## config.mk

```make
export PLATFORM = sky130hd
export DESIGN_NAME = ui_entry_rom_fetcher_flat
export DESIGN_NICKNAME = d
export VERILOG_FILES = /design/src/rtl/ui_entry_rom_fetcher_if.sv /design/src/rtl/ui_entry_rom_fetcher.sv /design/src/flat_wrapper.sv
export SDC_FILE = /design/constraint.sdc
export NUM_CORES = 1
export LEC_CHECK = 0
export BUFFER_PORTS_ARGS = -buffer_cell sky130_fd_sc_hd__buf_2
export CAP_MARGIN = 5
export CORE_MARGIN = 3
export CORE_UTILIZATION = 55
export CTS_BUF_LIST = sky130_fd_sc_hd__clkbuf_4 sky130_fd_sc_hd__clkbuf_8
export DETAILED_ROUTE_END_ITERATION = 10
export PLACE_DENSITY = 0.79
export SLEW_MARGIN = 25
export SYNTH_ARGS = -nofsm -noshare
export SYNTH_HDL_FRONTEND = slang
export SYNTH_SLANG_ARGS = --single-unit
```

## constraint.sdc

```tcl
create_clock -name clk -period 5.7 [get_ports clk]
set_clock_uncertainty 0.2 [all_clocks]
set_input_delay 0.855 -clock clk [delete_from_list [all_inputs] [get_ports clk]]
set_output_delay 0.855 -clock clk [all_outputs]
set_load 0.01 [all_outputs]
```

## src/rtl/ui_entry_rom_fetcher_if.sv

```systemverilog
// ROM read port between the entry fetcher and the timeline BRAM.
// Read data is valid on the cycle after rom_en.
interface ui_entry_rom_fetcher_if #(
    parameter int ADDR_WIDTH = 10
);
    logic                  rom_en;
    logic [ADDR_WIDTH+2:0] rom_addr;
    logic [31:0]           rom_data;

    modport master (
        output rom_en,
        output rom_addr,
        input  rom_data
    );

    modport slave (
        input  rom_en,
        input  rom_addr,
        output rom_data
    );
endinterface

```

## src/rtl/ui_entry_rom_fetcher.sv

```systemverilog
// Fetches a five-word UI entry from ROM, unpacks it into registered fields
// and holds update_ui_time until the UI runtime acknowledges.
module ui_entry_rom_fetcher #(
    parameter int ADDR_WIDTH    = 10,
    parameter int MAXIMUM_TIMES = 30
) (
    input  logic                     clk,
    input  logic                     reset,
    input  logic [ADDR_WIDTH-1:0]    addr,
    input  logic                     sync_ui_time,
    output logic                     update_ui_time,
    output logic                     busy,
    ui_entry_rom_fetcher_if.master   rom,
    output logic [9:0]               healt_current,
    output logic [9:0]               healt_max,
    output logic [9:0]               character_amount,
    output logic [9:0]               healt_bar_pos_x,
    output logic [9:0]               healt_bar_pos_y,
    output logic [9:0]               healt_bar_w,
    output logic [9:0]               healt_bar_h,
    output logic [6:0]               healt_bar_sensitivity,
    output logic [15:0]              wait_time,
    output logic [MAXIMUM_TIMES-1:0] next_ui_time,
    output logic                     transparent_out_screen_display,
    output logic                     reset_when_dead,
    output logic                     is_end
);

    typedef enum logic [1:0] {
        S_IDLE,
        S_FETCH,
        S_DRAIN,
        S_HOLD
    } state_t;

    typedef struct packed {
        logic                     is_end;
        logic                     transparent;
        logic                     reset_when_dead;
        logic [6:0]               sensitivity;
        logic [9:0]               hp_max;
        logic [9:0]               hp_cur;
        logic [9:0]               chars;
        logic [9:0]               pos_y;
        logic [9:0]               pos_x;
        logic [9:0]               bar_h;
        logic [9:0]               bar_w;
        logic [MAXIMUM_TIMES-1:0] next_time;
        logic [15:0]              wait_t;
    } fields_t;

    state_t                state_q, state_d;
    logic [ADDR_WIDTH-1:0] addr_q, addr_d;
    logic [2:0]            cnt_q, cnt_d;
    logic                  cap_vld_q, cap_vld_d;
    logic [2:0]            cap_idx_q, cap_idx_d;
    fields_t               shadow_q, shadow_d;
    fields_t               out_q, out_d;
    logic                  end_hit;

    // w0 arrives on the edge after its issue; an end marker aborts the rest.
    assign end_hit = (state_q == S_FETCH) && cap_vld_q &&
                     (cap_idx_q == 3'd0) && rom.rom_data[31];

    always_ff @(posedge clk or negedge reset) begin
        if (!reset) begin
            state_q <= S_IDLE;
        end else begin
            state_q <= state_d;
        end
    end

    always_comb begin
        state_d = state_q;
        unique case (state_q)
            S_IDLE: begin
                if (!sync_ui_time) begin
                    state_d = S_FETCH;
                end
            end
            S_FETCH: begin
                if (end_hit) begin
                    state_d = S_HOLD;
                end else if (cnt_q == 3'd4) begin
                    state_d = S_DRAIN;
                end
            end
            S_DRAIN: begin
                state_d = S_HOLD;
            end
            S_HOLD: begin
                if (sync_ui_time) begin
                    state_d = S_IDLE;
                end
            end
            default: begin
                state_d = S_IDLE;
            end
        endcase
    end

    always_comb begin
        rom.rom_en     = (state_q == S_FETCH);
        rom.rom_addr   = rom.rom_en ? {addr_q, cnt_q} : '0;
        busy           = (state_q == S_FETCH) || (state_q == S_DRAIN);
        update_ui_time = (state_q == S_HOLD);
    end

    always_comb begin
        addr_d    = addr_q;
        cnt_d     = cnt_q;
        cap_vld_d = 1'b0;
        cap_idx_d = cnt_q;
        shadow_d  = shadow_q;
        out_d     = out_q;

        if ((state_q == S_IDLE) && !sync_ui_time) begin
            addr_d = addr;
            cnt_d  = 3'd0;
        end

        if (state_q == S_FETCH) begin
            cnt_d     = cnt_q + 3'd1;
            cap_vld_d = !end_hit;
        end

        if (cap_vld_q) begin
            unique case (cap_idx_q)
                3'd0: begin
                    shadow_d.transparent     = rom.rom_data[30];
                    shadow_d.reset_when_dead = rom.rom_data[29];
                    shadow_d.sensitivity     = rom.rom_data[26:20];
                    shadow_d.hp_max          = rom.rom_data[19:10];
                    shadow_d.hp_cur          = rom.rom_data[9:0];
                end
                3'd1: begin
                    shadow_d.chars = rom.rom_data[29:20];
                    shadow_d.pos_y = rom.rom_data[19:10];
                    shadow_d.pos_x = rom.rom_data[9:0];
                end
                3'd2: begin
                    shadow_d.bar_h = rom.rom_data[19:10];
                    shadow_d.bar_w = rom.rom_data[9:0];
                end
                3'd3: begin
                    shadow_d.next_time = rom.rom_data[MAXIMUM_TIMES-1:0];
                end
                3'd4: begin
                    shadow_d.wait_t = rom.rom_data[15:0];
                end
                default: begin
                end
            endcase
        end

        // w4 lands in shadow_d on the same edge the whole entry commits.
        if (state_q == S_DRAIN) begin
            out_d        = shadow_d;
            out_d.is_end = 1'b0;
        end

        if (end_hit) begin
            out_d.is_end = 1'b1;
        end
    end

    always_ff @(posedge clk or negedge reset) begin
        if (!reset) begin
            addr_q    <= '0;
            cnt_q     <= '0;
            cap_vld_q <= 1'b0;
            cap_idx_q <= '0;
            shadow_q  <= '0;
            out_q     <= '0;
        end else begin
            addr_q    <= addr_d;
            cnt_q     <= cnt_d;
            cap_vld_q <= cap_vld_d;
            cap_idx_q <= cap_idx_d;
            shadow_q  <= shadow_d;
            out_q     <= out_d;
        end
    end

    assign healt_current                  = out_q.hp_cur;
    assign healt_max                      = out_q.hp_max;
    assign character_amount               = out_q.chars;
    assign healt_bar_pos_x                = out_q.pos_x;
    assign healt_bar_pos_y                = out_q.pos_y;
    assign healt_bar_w                    = out_q.bar_w;
    assign healt_bar_h                    = out_q.bar_h;
    assign healt_bar_sensitivity          = out_q.sensitivity;
    assign wait_time                      = out_q.wait_t;
    assign next_ui_time                   = out_q.next_time;
    assign transparent_out_screen_display = out_q.transparent;
    assign reset_when_dead                = out_q.reset_when_dead;
    assign is_end                         = out_q.is_end;

endmodule

```

## src/flat_wrapper.sv

```systemverilog
// flat-port wrapper written by rule: the top's interface ports become plain ports
module ui_entry_rom_fetcher_flat 
#(
    parameter int ADDR_WIDTH    = 10,
    parameter int MAXIMUM_TIMES = 30
)
  (clk, reset, addr, sync_ui_time, update_ui_time, busy, healt_current, healt_max, character_amount, healt_bar_pos_x, healt_bar_pos_y, healt_bar_w, healt_bar_h, healt_bar_sensitivity, wait_time, next_ui_time, transparent_out_screen_display, reset_when_dead, is_end, rom_rom_en, rom_rom_addr, rom_rom_data);
  ui_entry_rom_fetcher_if #(.ADDR_WIDTH(ADDR_WIDTH)) rom_i ();
  input  logic clk;
  input  logic reset;
  input  logic [ADDR_WIDTH-1:0] addr;
  input  logic sync_ui_time;
  output logic update_ui_time;
  output logic busy;
  output logic [9:0] healt_current;
  output logic [9:0] healt_max;
  output logic [9:0] character_amount;
  output logic [9:0] healt_bar_pos_x;
  output logic [9:0] healt_bar_pos_y;
  output logic [9:0] healt_bar_w;
  output logic [9:0] healt_bar_h;
  output logic [6:0] healt_bar_sensitivity;
  output logic [15:0] wait_time;
  output logic [MAXIMUM_TIMES-1:0] next_ui_time;
  output logic transparent_out_screen_display;
  output logic reset_when_dead;
  output logic is_end;
  output wire logic [$bits(rom_i.rom_en)-1:0] rom_rom_en;
  output wire logic [$bits(rom_i.rom_addr)-1:0] rom_rom_addr;
  input wire logic [$bits(rom_i.rom_data)-1:0] rom_rom_data;
  assign rom_rom_en = rom_i.rom_en;
  assign rom_rom_addr = rom_i.rom_addr;
  assign rom_i.rom_data = rom_rom_data;
  ui_entry_rom_fetcher #(.ADDR_WIDTH(ADDR_WIDTH), .MAXIMUM_TIMES(MAXIMUM_TIMES)) u_core (.clk(clk), .reset(reset), .addr(addr), .sync_ui_time(sync_ui_time), .update_ui_time(update_ui_time), .busy(busy), .rom(rom_i), .healt_current(healt_current), .healt_max(healt_max), .character_amount(character_amount), .healt_bar_pos_x(healt_bar_pos_x), .healt_bar_pos_y(healt_bar_pos_y), .healt_bar_w(healt_bar_w), .healt_bar_h(healt_bar_h), .healt_bar_sensitivity(healt_bar_sensitivity), .wait_time(wait_time), .next_ui_time(next_ui_time), .transparent_out_screen_display(transparent_out_screen_display), .reset_when_dead(reset_when_dead), .is_end(is_end));
endmodule
```

# Word level (Yosys, flattened, before mapping)
# Index checks and enable logic that the tools add are counted.
dict set report totals {
  reg_bits 270
  input_bits 45
  out_inout_bits 142
  wordCells 71
}
dict set report op_classes {
  add_sub_neg 1
  n_eq_ne 11
  n_mux 17
  reduce_logical 12
}
# operator count
set ops {}
lappend ops {{126-bit two-way mux} 1}
lappend ops {{125-bit two-way mux} 1}
lappend ops {{30-bit two-way mux} 2}
lappend ops {{29-bit two-way mux} 1}
lappend ops {{20-bit two-way mux} 1}
lappend ops {{16-bit two-way mux} 1}
lappend ops {{13-bit two-way mux} 1}
lappend ops {{2-bit two-way mux} 4}
lappend ops {{2-bit case mux with 4 select lines} 1}
lappend ops {{3-bit by 2-bit == test with 1-bit output, second input constant} 2}
lappend ops {{3-bit == test, second input constant} 2}
lappend ops {{3-bit two-way mux} 2}
lappend ops {{2-bit == test, second input constant} 2}
lappend ops {{1-bit logical AND} 4}
lappend ops {{2-bit != test, second input constant} 2}
lappend ops {{2-bit nonzero test} 2}
lappend ops {{3-bit by 1-bit adder with 3-bit output, second input constant} 1}
lappend ops {{3-bit by 1-bit == test with 1-bit output, second input constant} 1}
lappend ops {{3-bit logical NOT} 1}
lappend ops {{3-bit by 1-bit != test with 1-bit output, second input constant} 1}
lappend ops {{3-bit AND reduction} 1}
lappend ops {{2-bit by 1-bit == test with 1-bit output, second input constant} 1}
lappend ops {{1-bit logical NOT} 2}
lappend ops {{2-bit logical NOT} 1}
lappend ops {{other kinds (2)} 3}

# Logic depth before layout (Yosys ltp)
# Gate-level depths: netlist of run 1.
dict set report depth {
  ltp_word 6
  mapped_depth 7
  depth_no_buf 6
}

# Least setup slack after synthesis of run 1
# No wires, ideal clock.
dict set report synth_path {
  path_type {register -> output}
  startpoint {reg u_core.state_q[1]}
  endpoint {out rom_rom_addr[0]}
  arrival_ps 1229
  required_ps 4645
  slack_ps 3416
  path_stages_with_launch 5
  path_buffers 1
  cell_sequence {dfrtp_1 -> inv_1 -> ha_1 -> clkbuf_1 -> and2_1}
}
dict set report synth_between {
  elab_chain_cells 2
}
# item line_no
set synth_rtl {}
lappend synth_rtl {{start: declaration} ui_entry_rom_fetcher.sv:52} ;# state_t state_q, state_d;
lappend synth_rtl {{start signal: assignment} ui_entry_rom_fetcher.sv:69} ;# state_q <= state_d;
lappend synth_rtl {{2-bit by 1-bit == test with 1-bit output} ui_entry_rom_fetcher.sv:103} ;# rom.rom_en = (state_q == S_FETCH);
lappend synth_rtl {{net rom_rom_en} flat_wrapper.sv:28} ;# output wire logic [$bits(rom_i.rom_en)-1:0] rom_rom_en;
lappend synth_rtl {{13-bit two-way mux} ui_entry_rom_fetcher.sv:104} ;# rom.rom_addr = rom.rom_en ? {addr_q, cnt_q} : '0;
lappend synth_rtl {{end: declaration} flat_wrapper.sv:29} ;# output wire logic [$bits(rom_i.rom_addr)-1:0] rom_rom_addr;
# The timed path passes the listed nets, and every way through them passes these cells.

# Worst setup path after layout of run 1
dict set report layout_path {
  startpoint {reg u_core.state_q[1]}
  endpoint {out rom_rom_addr[1]}
}
dict set report layout_between {
  elab_chain_cells 2
}
# item line_no
set layout_rtl {}
lappend layout_rtl {{2-bit by 1-bit == test with 1-bit output} ui_entry_rom_fetcher.sv:103}
lappend layout_rtl {{13-bit two-way mux} ui_entry_rom_fetcher.sv:104}
# Every way passes these cells.

==> reports/metrics.cfg, run 1 <==
[sta]
layout_worst_path_cycle_share_pct=55.52
setup_violations=0
worstMarginPinSlew_ps=1017
tns_ps=0
fin_crit_ps=3165
finalHoldViolCount=0
fmax_ghz=0.3160
rsz0062_at_grt=no
slew_violations=0
slew_headroom_pct=32.07

[power_and_ir_drop]
cellLeakagePower_nw=5.868
p_total_mw=7.795
p_per_area_nw_per_um2=630.5
ir_drop_mv=0.2958

[global_routing]
antenna_found_initial=0
grt_pass1_wl_um=33240
grt_max_degree=143
grt_overflow_total=0
grt_pass1_vias=6244
grt_use_total_pct=20.33

[logic_synthesis]
synthArstFlopShare_pct=100.0
synthesis.area_um2=10320
ys_dominant_reg_cell=dfrtp_1
synth_common_cells=270 x dfrtp_1, 242 x mux2_2, 20 x mux2_4
synth_edf_count=0
synthTopCellsByArea=dfrtp_1 65%, mux2_2 26%, mux2_4 2.9%, and2_1 0.85%, ha_1 0.85%
synth_top_area_cell=dfrtp_1
yosysSeqAreaShare_pct=65.47
synth_fp_nets=667
synth.distinct_cells=28
synth.most_common_cell=dfrtp_1
ys_ff_latch=270
yosysWarnings=0
syn_area_per_cell_um2=16.78
netlist.area_leader.share_pct=65.47
syn-instance-count=615

[setup_path]
worstPathRequired_ps=4640
reg2reg_slack_ps=3000
cp_max_fo=25
crit_arrival_ps=2110
cp-end-kind=primary output
criticalPathCategory=reg2out
worst_setup_path_start_kind=flop

[clock_tree]
clock_latency_ps=520
cts_tree=yes
clk_path_buf_depth=3
hold_buffers=0
post_cts.repair.setup_buffers=0
cts_buffers=43
cts_max_level=2
clk_pin_slew_ps=60
cts.sinks=270
cts_resized=0
cts-root-buf=clkbuf_8

[flow_run]
drv_cap=0

[detailed_routing]
drc=0
drt_pass1_iterations=6
routed_via_density=5.284
num_vias=5707
ant_nets=0
first_iter_violations=216
route.detailed.wl_per_inst_um=18.92
wl_um=20440

[die]
die_area_um2=20440
ios=187
fp.dieW_um=143.0
row_count=49
start_util_pct=56.68
core_um2=18210
die_h_um=143.0

[final_layout]
utilization_pct=67.90
diodes=0
area_delta_synth_final_pct=19.80
nNetsFinal=874
drive_gt1_share_pct=62.75

[min_path]
hp-class=in2async

[placed_design]
dpl.hpwl_um=13590
portBuffers=186
place_congestion=0.7560

[status]
status=finished, final reports clean

-- state kept, by name, indices dropped and copies added (netlist names), 7 cells and up --
signal                        cells
u_core.shadow_q                 125
u_core.next_ui_time              30
u_core.addr_q                    10
u_core.healt_bar_sensitivity      7
u_core.wait_time                 16
u_core.healt_bar_pos_x           10
u_core.healt_bar_w               10
u_core.character_amount          10
u_core.healt_bar_pos_y           10
u_core.healt_max                 10
u_core.healt_current             10
u_core.healt_bar_h               10
-- cells by family (layout without fill, tap and decap cells) --
kind of cell	after synthesis	in the layout	share of synthesized area (%)
fa+ha+maj	7	7	0.8487
simple gates	30	30	1.915
compound gates	10	10	0.6426
buf+inv	35	271	1.697
flops	270	270	65.47
mux	263	263	29.43
-- cells in the final DEF, fill, tap and decap left out, types with 6 or more instances in the layout --
master and instances:
dfrtp_1 270, clkbuf_4 11, clkinv_2 6, clkbuf_8 57, mux2_2 242, mux2_4 20
and2_1 14, nand2_1 7, ha_1 6, buf_2 185
-- critical path: stages, from the launching register on --
cell	delay [ps]
dfrtp_1	460
inv_1	130
ha_1	630
and2_1	220
buf_2	150
-- area by class of cell --
type / count / area (um2)
Tap cell: 229 / 286.5
Multi-Input combinational cell: 310 / 3406
Clock buffer: 68 / 867.1
Clock inverter: 6 / 30.03
Inverter: 5 / 18.77
Fill cell: 1223 / 5846
Timing Repair Buffer: 192 / 998.5
Sequential cell: 270 / 6756
-- where the power goes --
part | internal (mW) | switching (mW)
registers | 2.87 | 0.411
clock network | 0.961 | 0.710
logic | 1.55 | 1.29
total | 5.39 | 2.41
-- worst paths after layout --
path	start	end	depth (start not counted)
max	u_core.state_q[1]	rom_rom_addr[1]	4
max reg2reg	u_core.state_q[0]	u_core.next_ui_time[1]	4
min reg2reg	u_core.cap_idx_d[1]	u_core.cap_idx_q[1]	0
min in group clk	u_core.cap_idx_d[1]	u_core.cap_idx_q[1]	0
max in group asynchronous	reset	u_core.next_ui_time[29]	2
min	reset	u_core.healt_bar_w[4]	1
-- metal layers --
layer | routed length, um | vias up | track usage, %
met5 | 0 | - | 0
met4 | 367 | 0 | 6.103
met3 | 1194 | 32 | 5.760
met2 | 9850 | 161 | 32.47
met1 | 9022 | 2937 | 27.48
li1 | - | 2577 | -
-- metrics by stage --
stage	hold WS, ps	setup WS, ps	cell area (um2)	cells
2_1_floorplan	190.1	3416	10320	615
3_3_place_gp	225.2	3064	11470	1006
3_5_place_dp	231.8	2969	11470	1006
4_1_cts	253.6	2471	12360	1080
5_1_grt	269.7	2313	12360	1080
6_report	197.9	2535	12360	1080
(Power assumes the default switching activity.)
==> inputs of run 2 (changes only) <==
--- a/config.mk
+++ b/config.mk
@@ -5,6 +5,7 @@
 export SDC_FILE = /design/constraint.sdc
 export NUM_CORES = 1
 export LEC_CHECK = 0
+export ABC_AREA = 1
 export BUFFER_PORTS_ARGS = -buffer_cell sky130_fd_sc_hd__buf_2
 export CAP_MARGIN = 5
 export CORE_MARGIN = 3
==> constraint.sdc (replaced) <==
create_clock -name clk -period 3.05 [get_ports clk]
set_clock_uncertainty 0.2 [all_clocks]
set_input_delay 0.4575 -clock clk [delete_from_list [all_inputs] [get_ports clk]]
set_output_delay 0.4575 -clock clk [all_outputs]
set_load 0.01 [all_outputs]
==> run 2 against run 1 <==
Effect of this change: die area fell by 1.9%; register-to-register slack worse by 2100 ps; largest cell class unchanged; non-clock buffer count is 19 higher; critical path type unchanged; wire length rose by 13%; flip-flop and latch count unchanged; cell count is 41% higher; area after synthesis down 2.0%; cell area down 0.62%.
==> reports/metrics.cfg, run 2 <==
[detailed_routing]
routed_via_density=5.012  ; -5.2%
route.detailed.wl_per_inst_um=15.16  ; -20%
wl_um=23030  ; +13%
first_iter_violations=477  ; +120%
ant_nets=0  ; unchanged
drt_pass1_iterations=7  ; +1
num_vias=7613  ; +33%
drc=0  ; unchanged

[final_layout]
largest_register=u_core.shadow_q
area_delta_synth_final_pct=21.49
drive_gt1_share_pct=22.33  ; -40 points
diodes=0  ; unchanged
final_common_cell=nand2_1
final-seq-area_um2=6756  ; unchanged
largest_register_ffs=125  ; unchanged
fillers=1345  ; +10%
layout_common_cells=525 x nand2_1, 270 x dfrtp_1, 185 x buf_2, 121 x o21ai_1, 54 x clkbuf_8
utilization_pct=69.59  ; +1.7 points
multi_input_area_um2=2957  ; -13%
nNetsFinal=1322  ; +51%

[sta]
setup_violations=0  ; unchanged
worstMarginPinSlew_ps=793.9  ; -223.0 ps
tns_ps=0  ; unchanged
slew_violations=0  ; unchanged
fmax_ghz=0.3726
rsz0062_at_grt=no
slew_headroom_pct=47.07  ; +15 points
layout_worst_path_cycle_share_pct=87.99
finalHoldViolCount=0  ; unchanged
fin_crit_ps=2684

[placed_design]
dpl.hpwl_um=14510  ; +6.8%
place_congestion=0.8023  ; +6.1%
portBuffers=186  ; unchanged

[global_routing]
grt_max_degree=127  ; -11%
grtUsageMet3_pct=4.651  ; -1.1 points
use_met2_pct=38.04  ; +5.6 points
antenna_found_initial=0  ; unchanged
grt_pass1_wl_um=38320  ; +15%
grt.busiest_layer=met2
grt_overflow_total=0  ; unchanged
grt_use_total_pct=23.40  ; +3.1 points
grt_pass1_vias=7505  ; +20%
grt.met1_usage_pct=32.86  ; +5.4 points

[logic_synthesis]
yosysSeqAreaShare_pct=66.81  ; +1.3 points
ys_dominant_reg_cell=dfrtp_1
syn_area_per_cell_um2=9.461  ; -44%
synthesis.area_um2=10110  ; -2.0%
ys_ff_latch=270  ; unchanged
synth.most_common_cell=nand2_1
synth_common_cells=527 x nand2_1, 270 x dfrtp_1, 121 x o21ai_1
synthTopCellsByArea=dfrtp_1 67%, nand2_1 20%, o21ai_1 6.0%, inv_1 1.9%, mux2_2 1.1%
netlist.area_leader.share_pct=66.81  ; +1.3 points
yosysWarnings=0  ; unchanged
synth_top_area_cell=dfrtp_1
synth.distinct_cells=22  ; -21%
synth_edf_count=0  ; unchanged
synthArstFlopShare_pct=100.0  ; unchanged
synth_fp_nets=1121  ; +68%
syn-instance-count=1069  ; +74%

[clock_tree]
cts_resized=0  ; unchanged
clk_path_buf_depth=3  ; unchanged
clk_pin_slew_ps=60  ; about the same
post_cts.repair.setup_buffers=0  ; unchanged
cts-root-buf=clkbuf_8
cts_tree=yes
cts_max_level=2  ; unchanged
clock_latency_ps=530  ; about the same
hold_buffers=12  ; +12
cts.sinks=270  ; unchanged
cts_buffers=43  ; unchanged

[power_and_ir_drop]
power_frac_seq_pct=43.1  ; +1.0 points
cellLeakagePower_nw=6.827  ; +16%
ir_drop_mv=0.7404  ; +150%
p_per_area_nw_per_um2=1169  ; +85%
combPwrFrac_pct=35.9  ; -0.5 points
internal-power_mw=8.985  ; +67%
swShare_pct=37.44  ; +6.5 points
clkPwrFrac_pct=21.0  ; -0.4 points
p_switching_mw=5.378  ; +120%

[setup_path]
r2r-start=u_core.state_q[1]
r2r_cells=9  ; +5
worst_setup_path_start_kind=flop
cp-end-kind=primary output
reg2reg_slack_ps=910  ; -2090 ps
cp_max_fo=19  ; -24%
crit_arrival_ps=2030  ; -80 ps
worstPathRequired_ps=2390  ; -2250 ps
criticalPathCategory=reg2out
reg2reg_to=u_core.state_q[1]

[min_path]
hold_depth=3
hold_end=u_core.shadow_q[93]
hp-start=rom_rom_data[27]
hp-class=in2reg

[die]
die_area_um2=20050  ; -1.9%
fp.dieW_um=141.6  ; -0.97%
row_count=48  ; -2.0%
start_util_pct=57.28  ; +0.60 points
ios=187  ; unchanged
core_um2=17660  ; -3.0%
die_h_um=141.6  ; -0.97%

[flow_run]
drv_cap=0  ; unchanged

[status]
status=finished, final reports clean

==> run 2: cell count changes after synthesis, sizes merged, moves of 2 or more <==
cell	before	now
nand2	7	527
nor2	1	4
and4bb	2	0
clkbuf	14	26
mux2	263	10
and2	14	0
buf	16	29
inv	5	54
o21ai	3	126
nor2b	2	0
nand3	1	11
==> run 2: cell families after synthesis <==
| family | synth area share [%] |
|---|---|
| AO/OA/AOI/OAI | 6.384 |
| XOR/XNOR | 0.08662 |
| AND/OR/NAND/NOR | 20.41 |
| flip-flops | 66.81 |
| adder cells (fa/ha/maj) | 0.8660 |
| multiplexers | 1.212 |
| buffers and inverters | 4.231 |
==> run 2: stage by stage <==
| step | total power, mW | std cells | area [um2] | hold WS [ps] | worst slack [ps] |
|---|---|---|---|---|---|
| after floorplan | 9.436 | 1069 | 10110 | -38.09 | 975.1 |
| after detailed placement | 11.40 | 1438 | 11330 | 257.0 | 928.9 |
| after CTS | 14.49 | 1519 | 12290 | 20.92 | 364.8 |
| final | 14.36 | 1519 | 12290 | 39.15 | 366.4 |
| after global placement | 11.20 | 1438 | 11330 | 253.3 | 979.0 |
| after global routing | 15.51 | 1519 | 12290 | 44.19 | 172.9 |
==> run 2: worst max-delay path by stage <==
stage | start | end | depth (start not counted)
global route | u_core.state_q[1] | rom_rom_addr[4] | 5
global placement | u_core.state_q[0] | u_core.is_end | 6
detailed placement | u_core.state_q[1] | rom_rom_addr[10] | 5
CTS | u_core.state_q[1] | rom_rom_addr[10] | 5
finish | u_core.state_q[1] | rom_rom_addr[11] | 5
floorplan | u_core.state_q[1] | rom_rom_addr[10] | 6
==> run 2: final cells by class <==
cell class	instances	area share, %
flip-flops and latches	270	54.99
multi-input cells	690	24.06
repair buffers	211	10.14
clock buffers	63	6.599
well taps	225	2.291
inverters	54	1.670
clock inverters	6	0.2444
==> run 2: power by group through the flow <==
stage | sequential [mW] | clock [mW] | combinational (mW)
CTS | 6.19 | 3.08 | 5.23
detailed placement | 6.21 | 0 | 5.19
finish | 6.19 | 3.01 | 5.16
floorplan | 6.44 | 0 | 2.99
global route | 6.36 | 3.23 | 5.91
global placement | 6.18 | 0 | 5.02
==> run 2: routing by layer <==
| metal | wire (um) | part of all wire [%] |
|---|---|---|
| met3 | 1316 | 5.7 |
| met5 | 0 | 0 |
| met2 | 10990 | 48 |
| met1 | 10370 | 45 |
| met4 | 364 | 1.6 |
==> run 2: critical path, cell delays in order, from the launching register on <==
cell and delay [ps]:
dfrtp_1 440, inv_1 120, ha_1 580, nand2_1 140, inv_1 80, buf_2 120
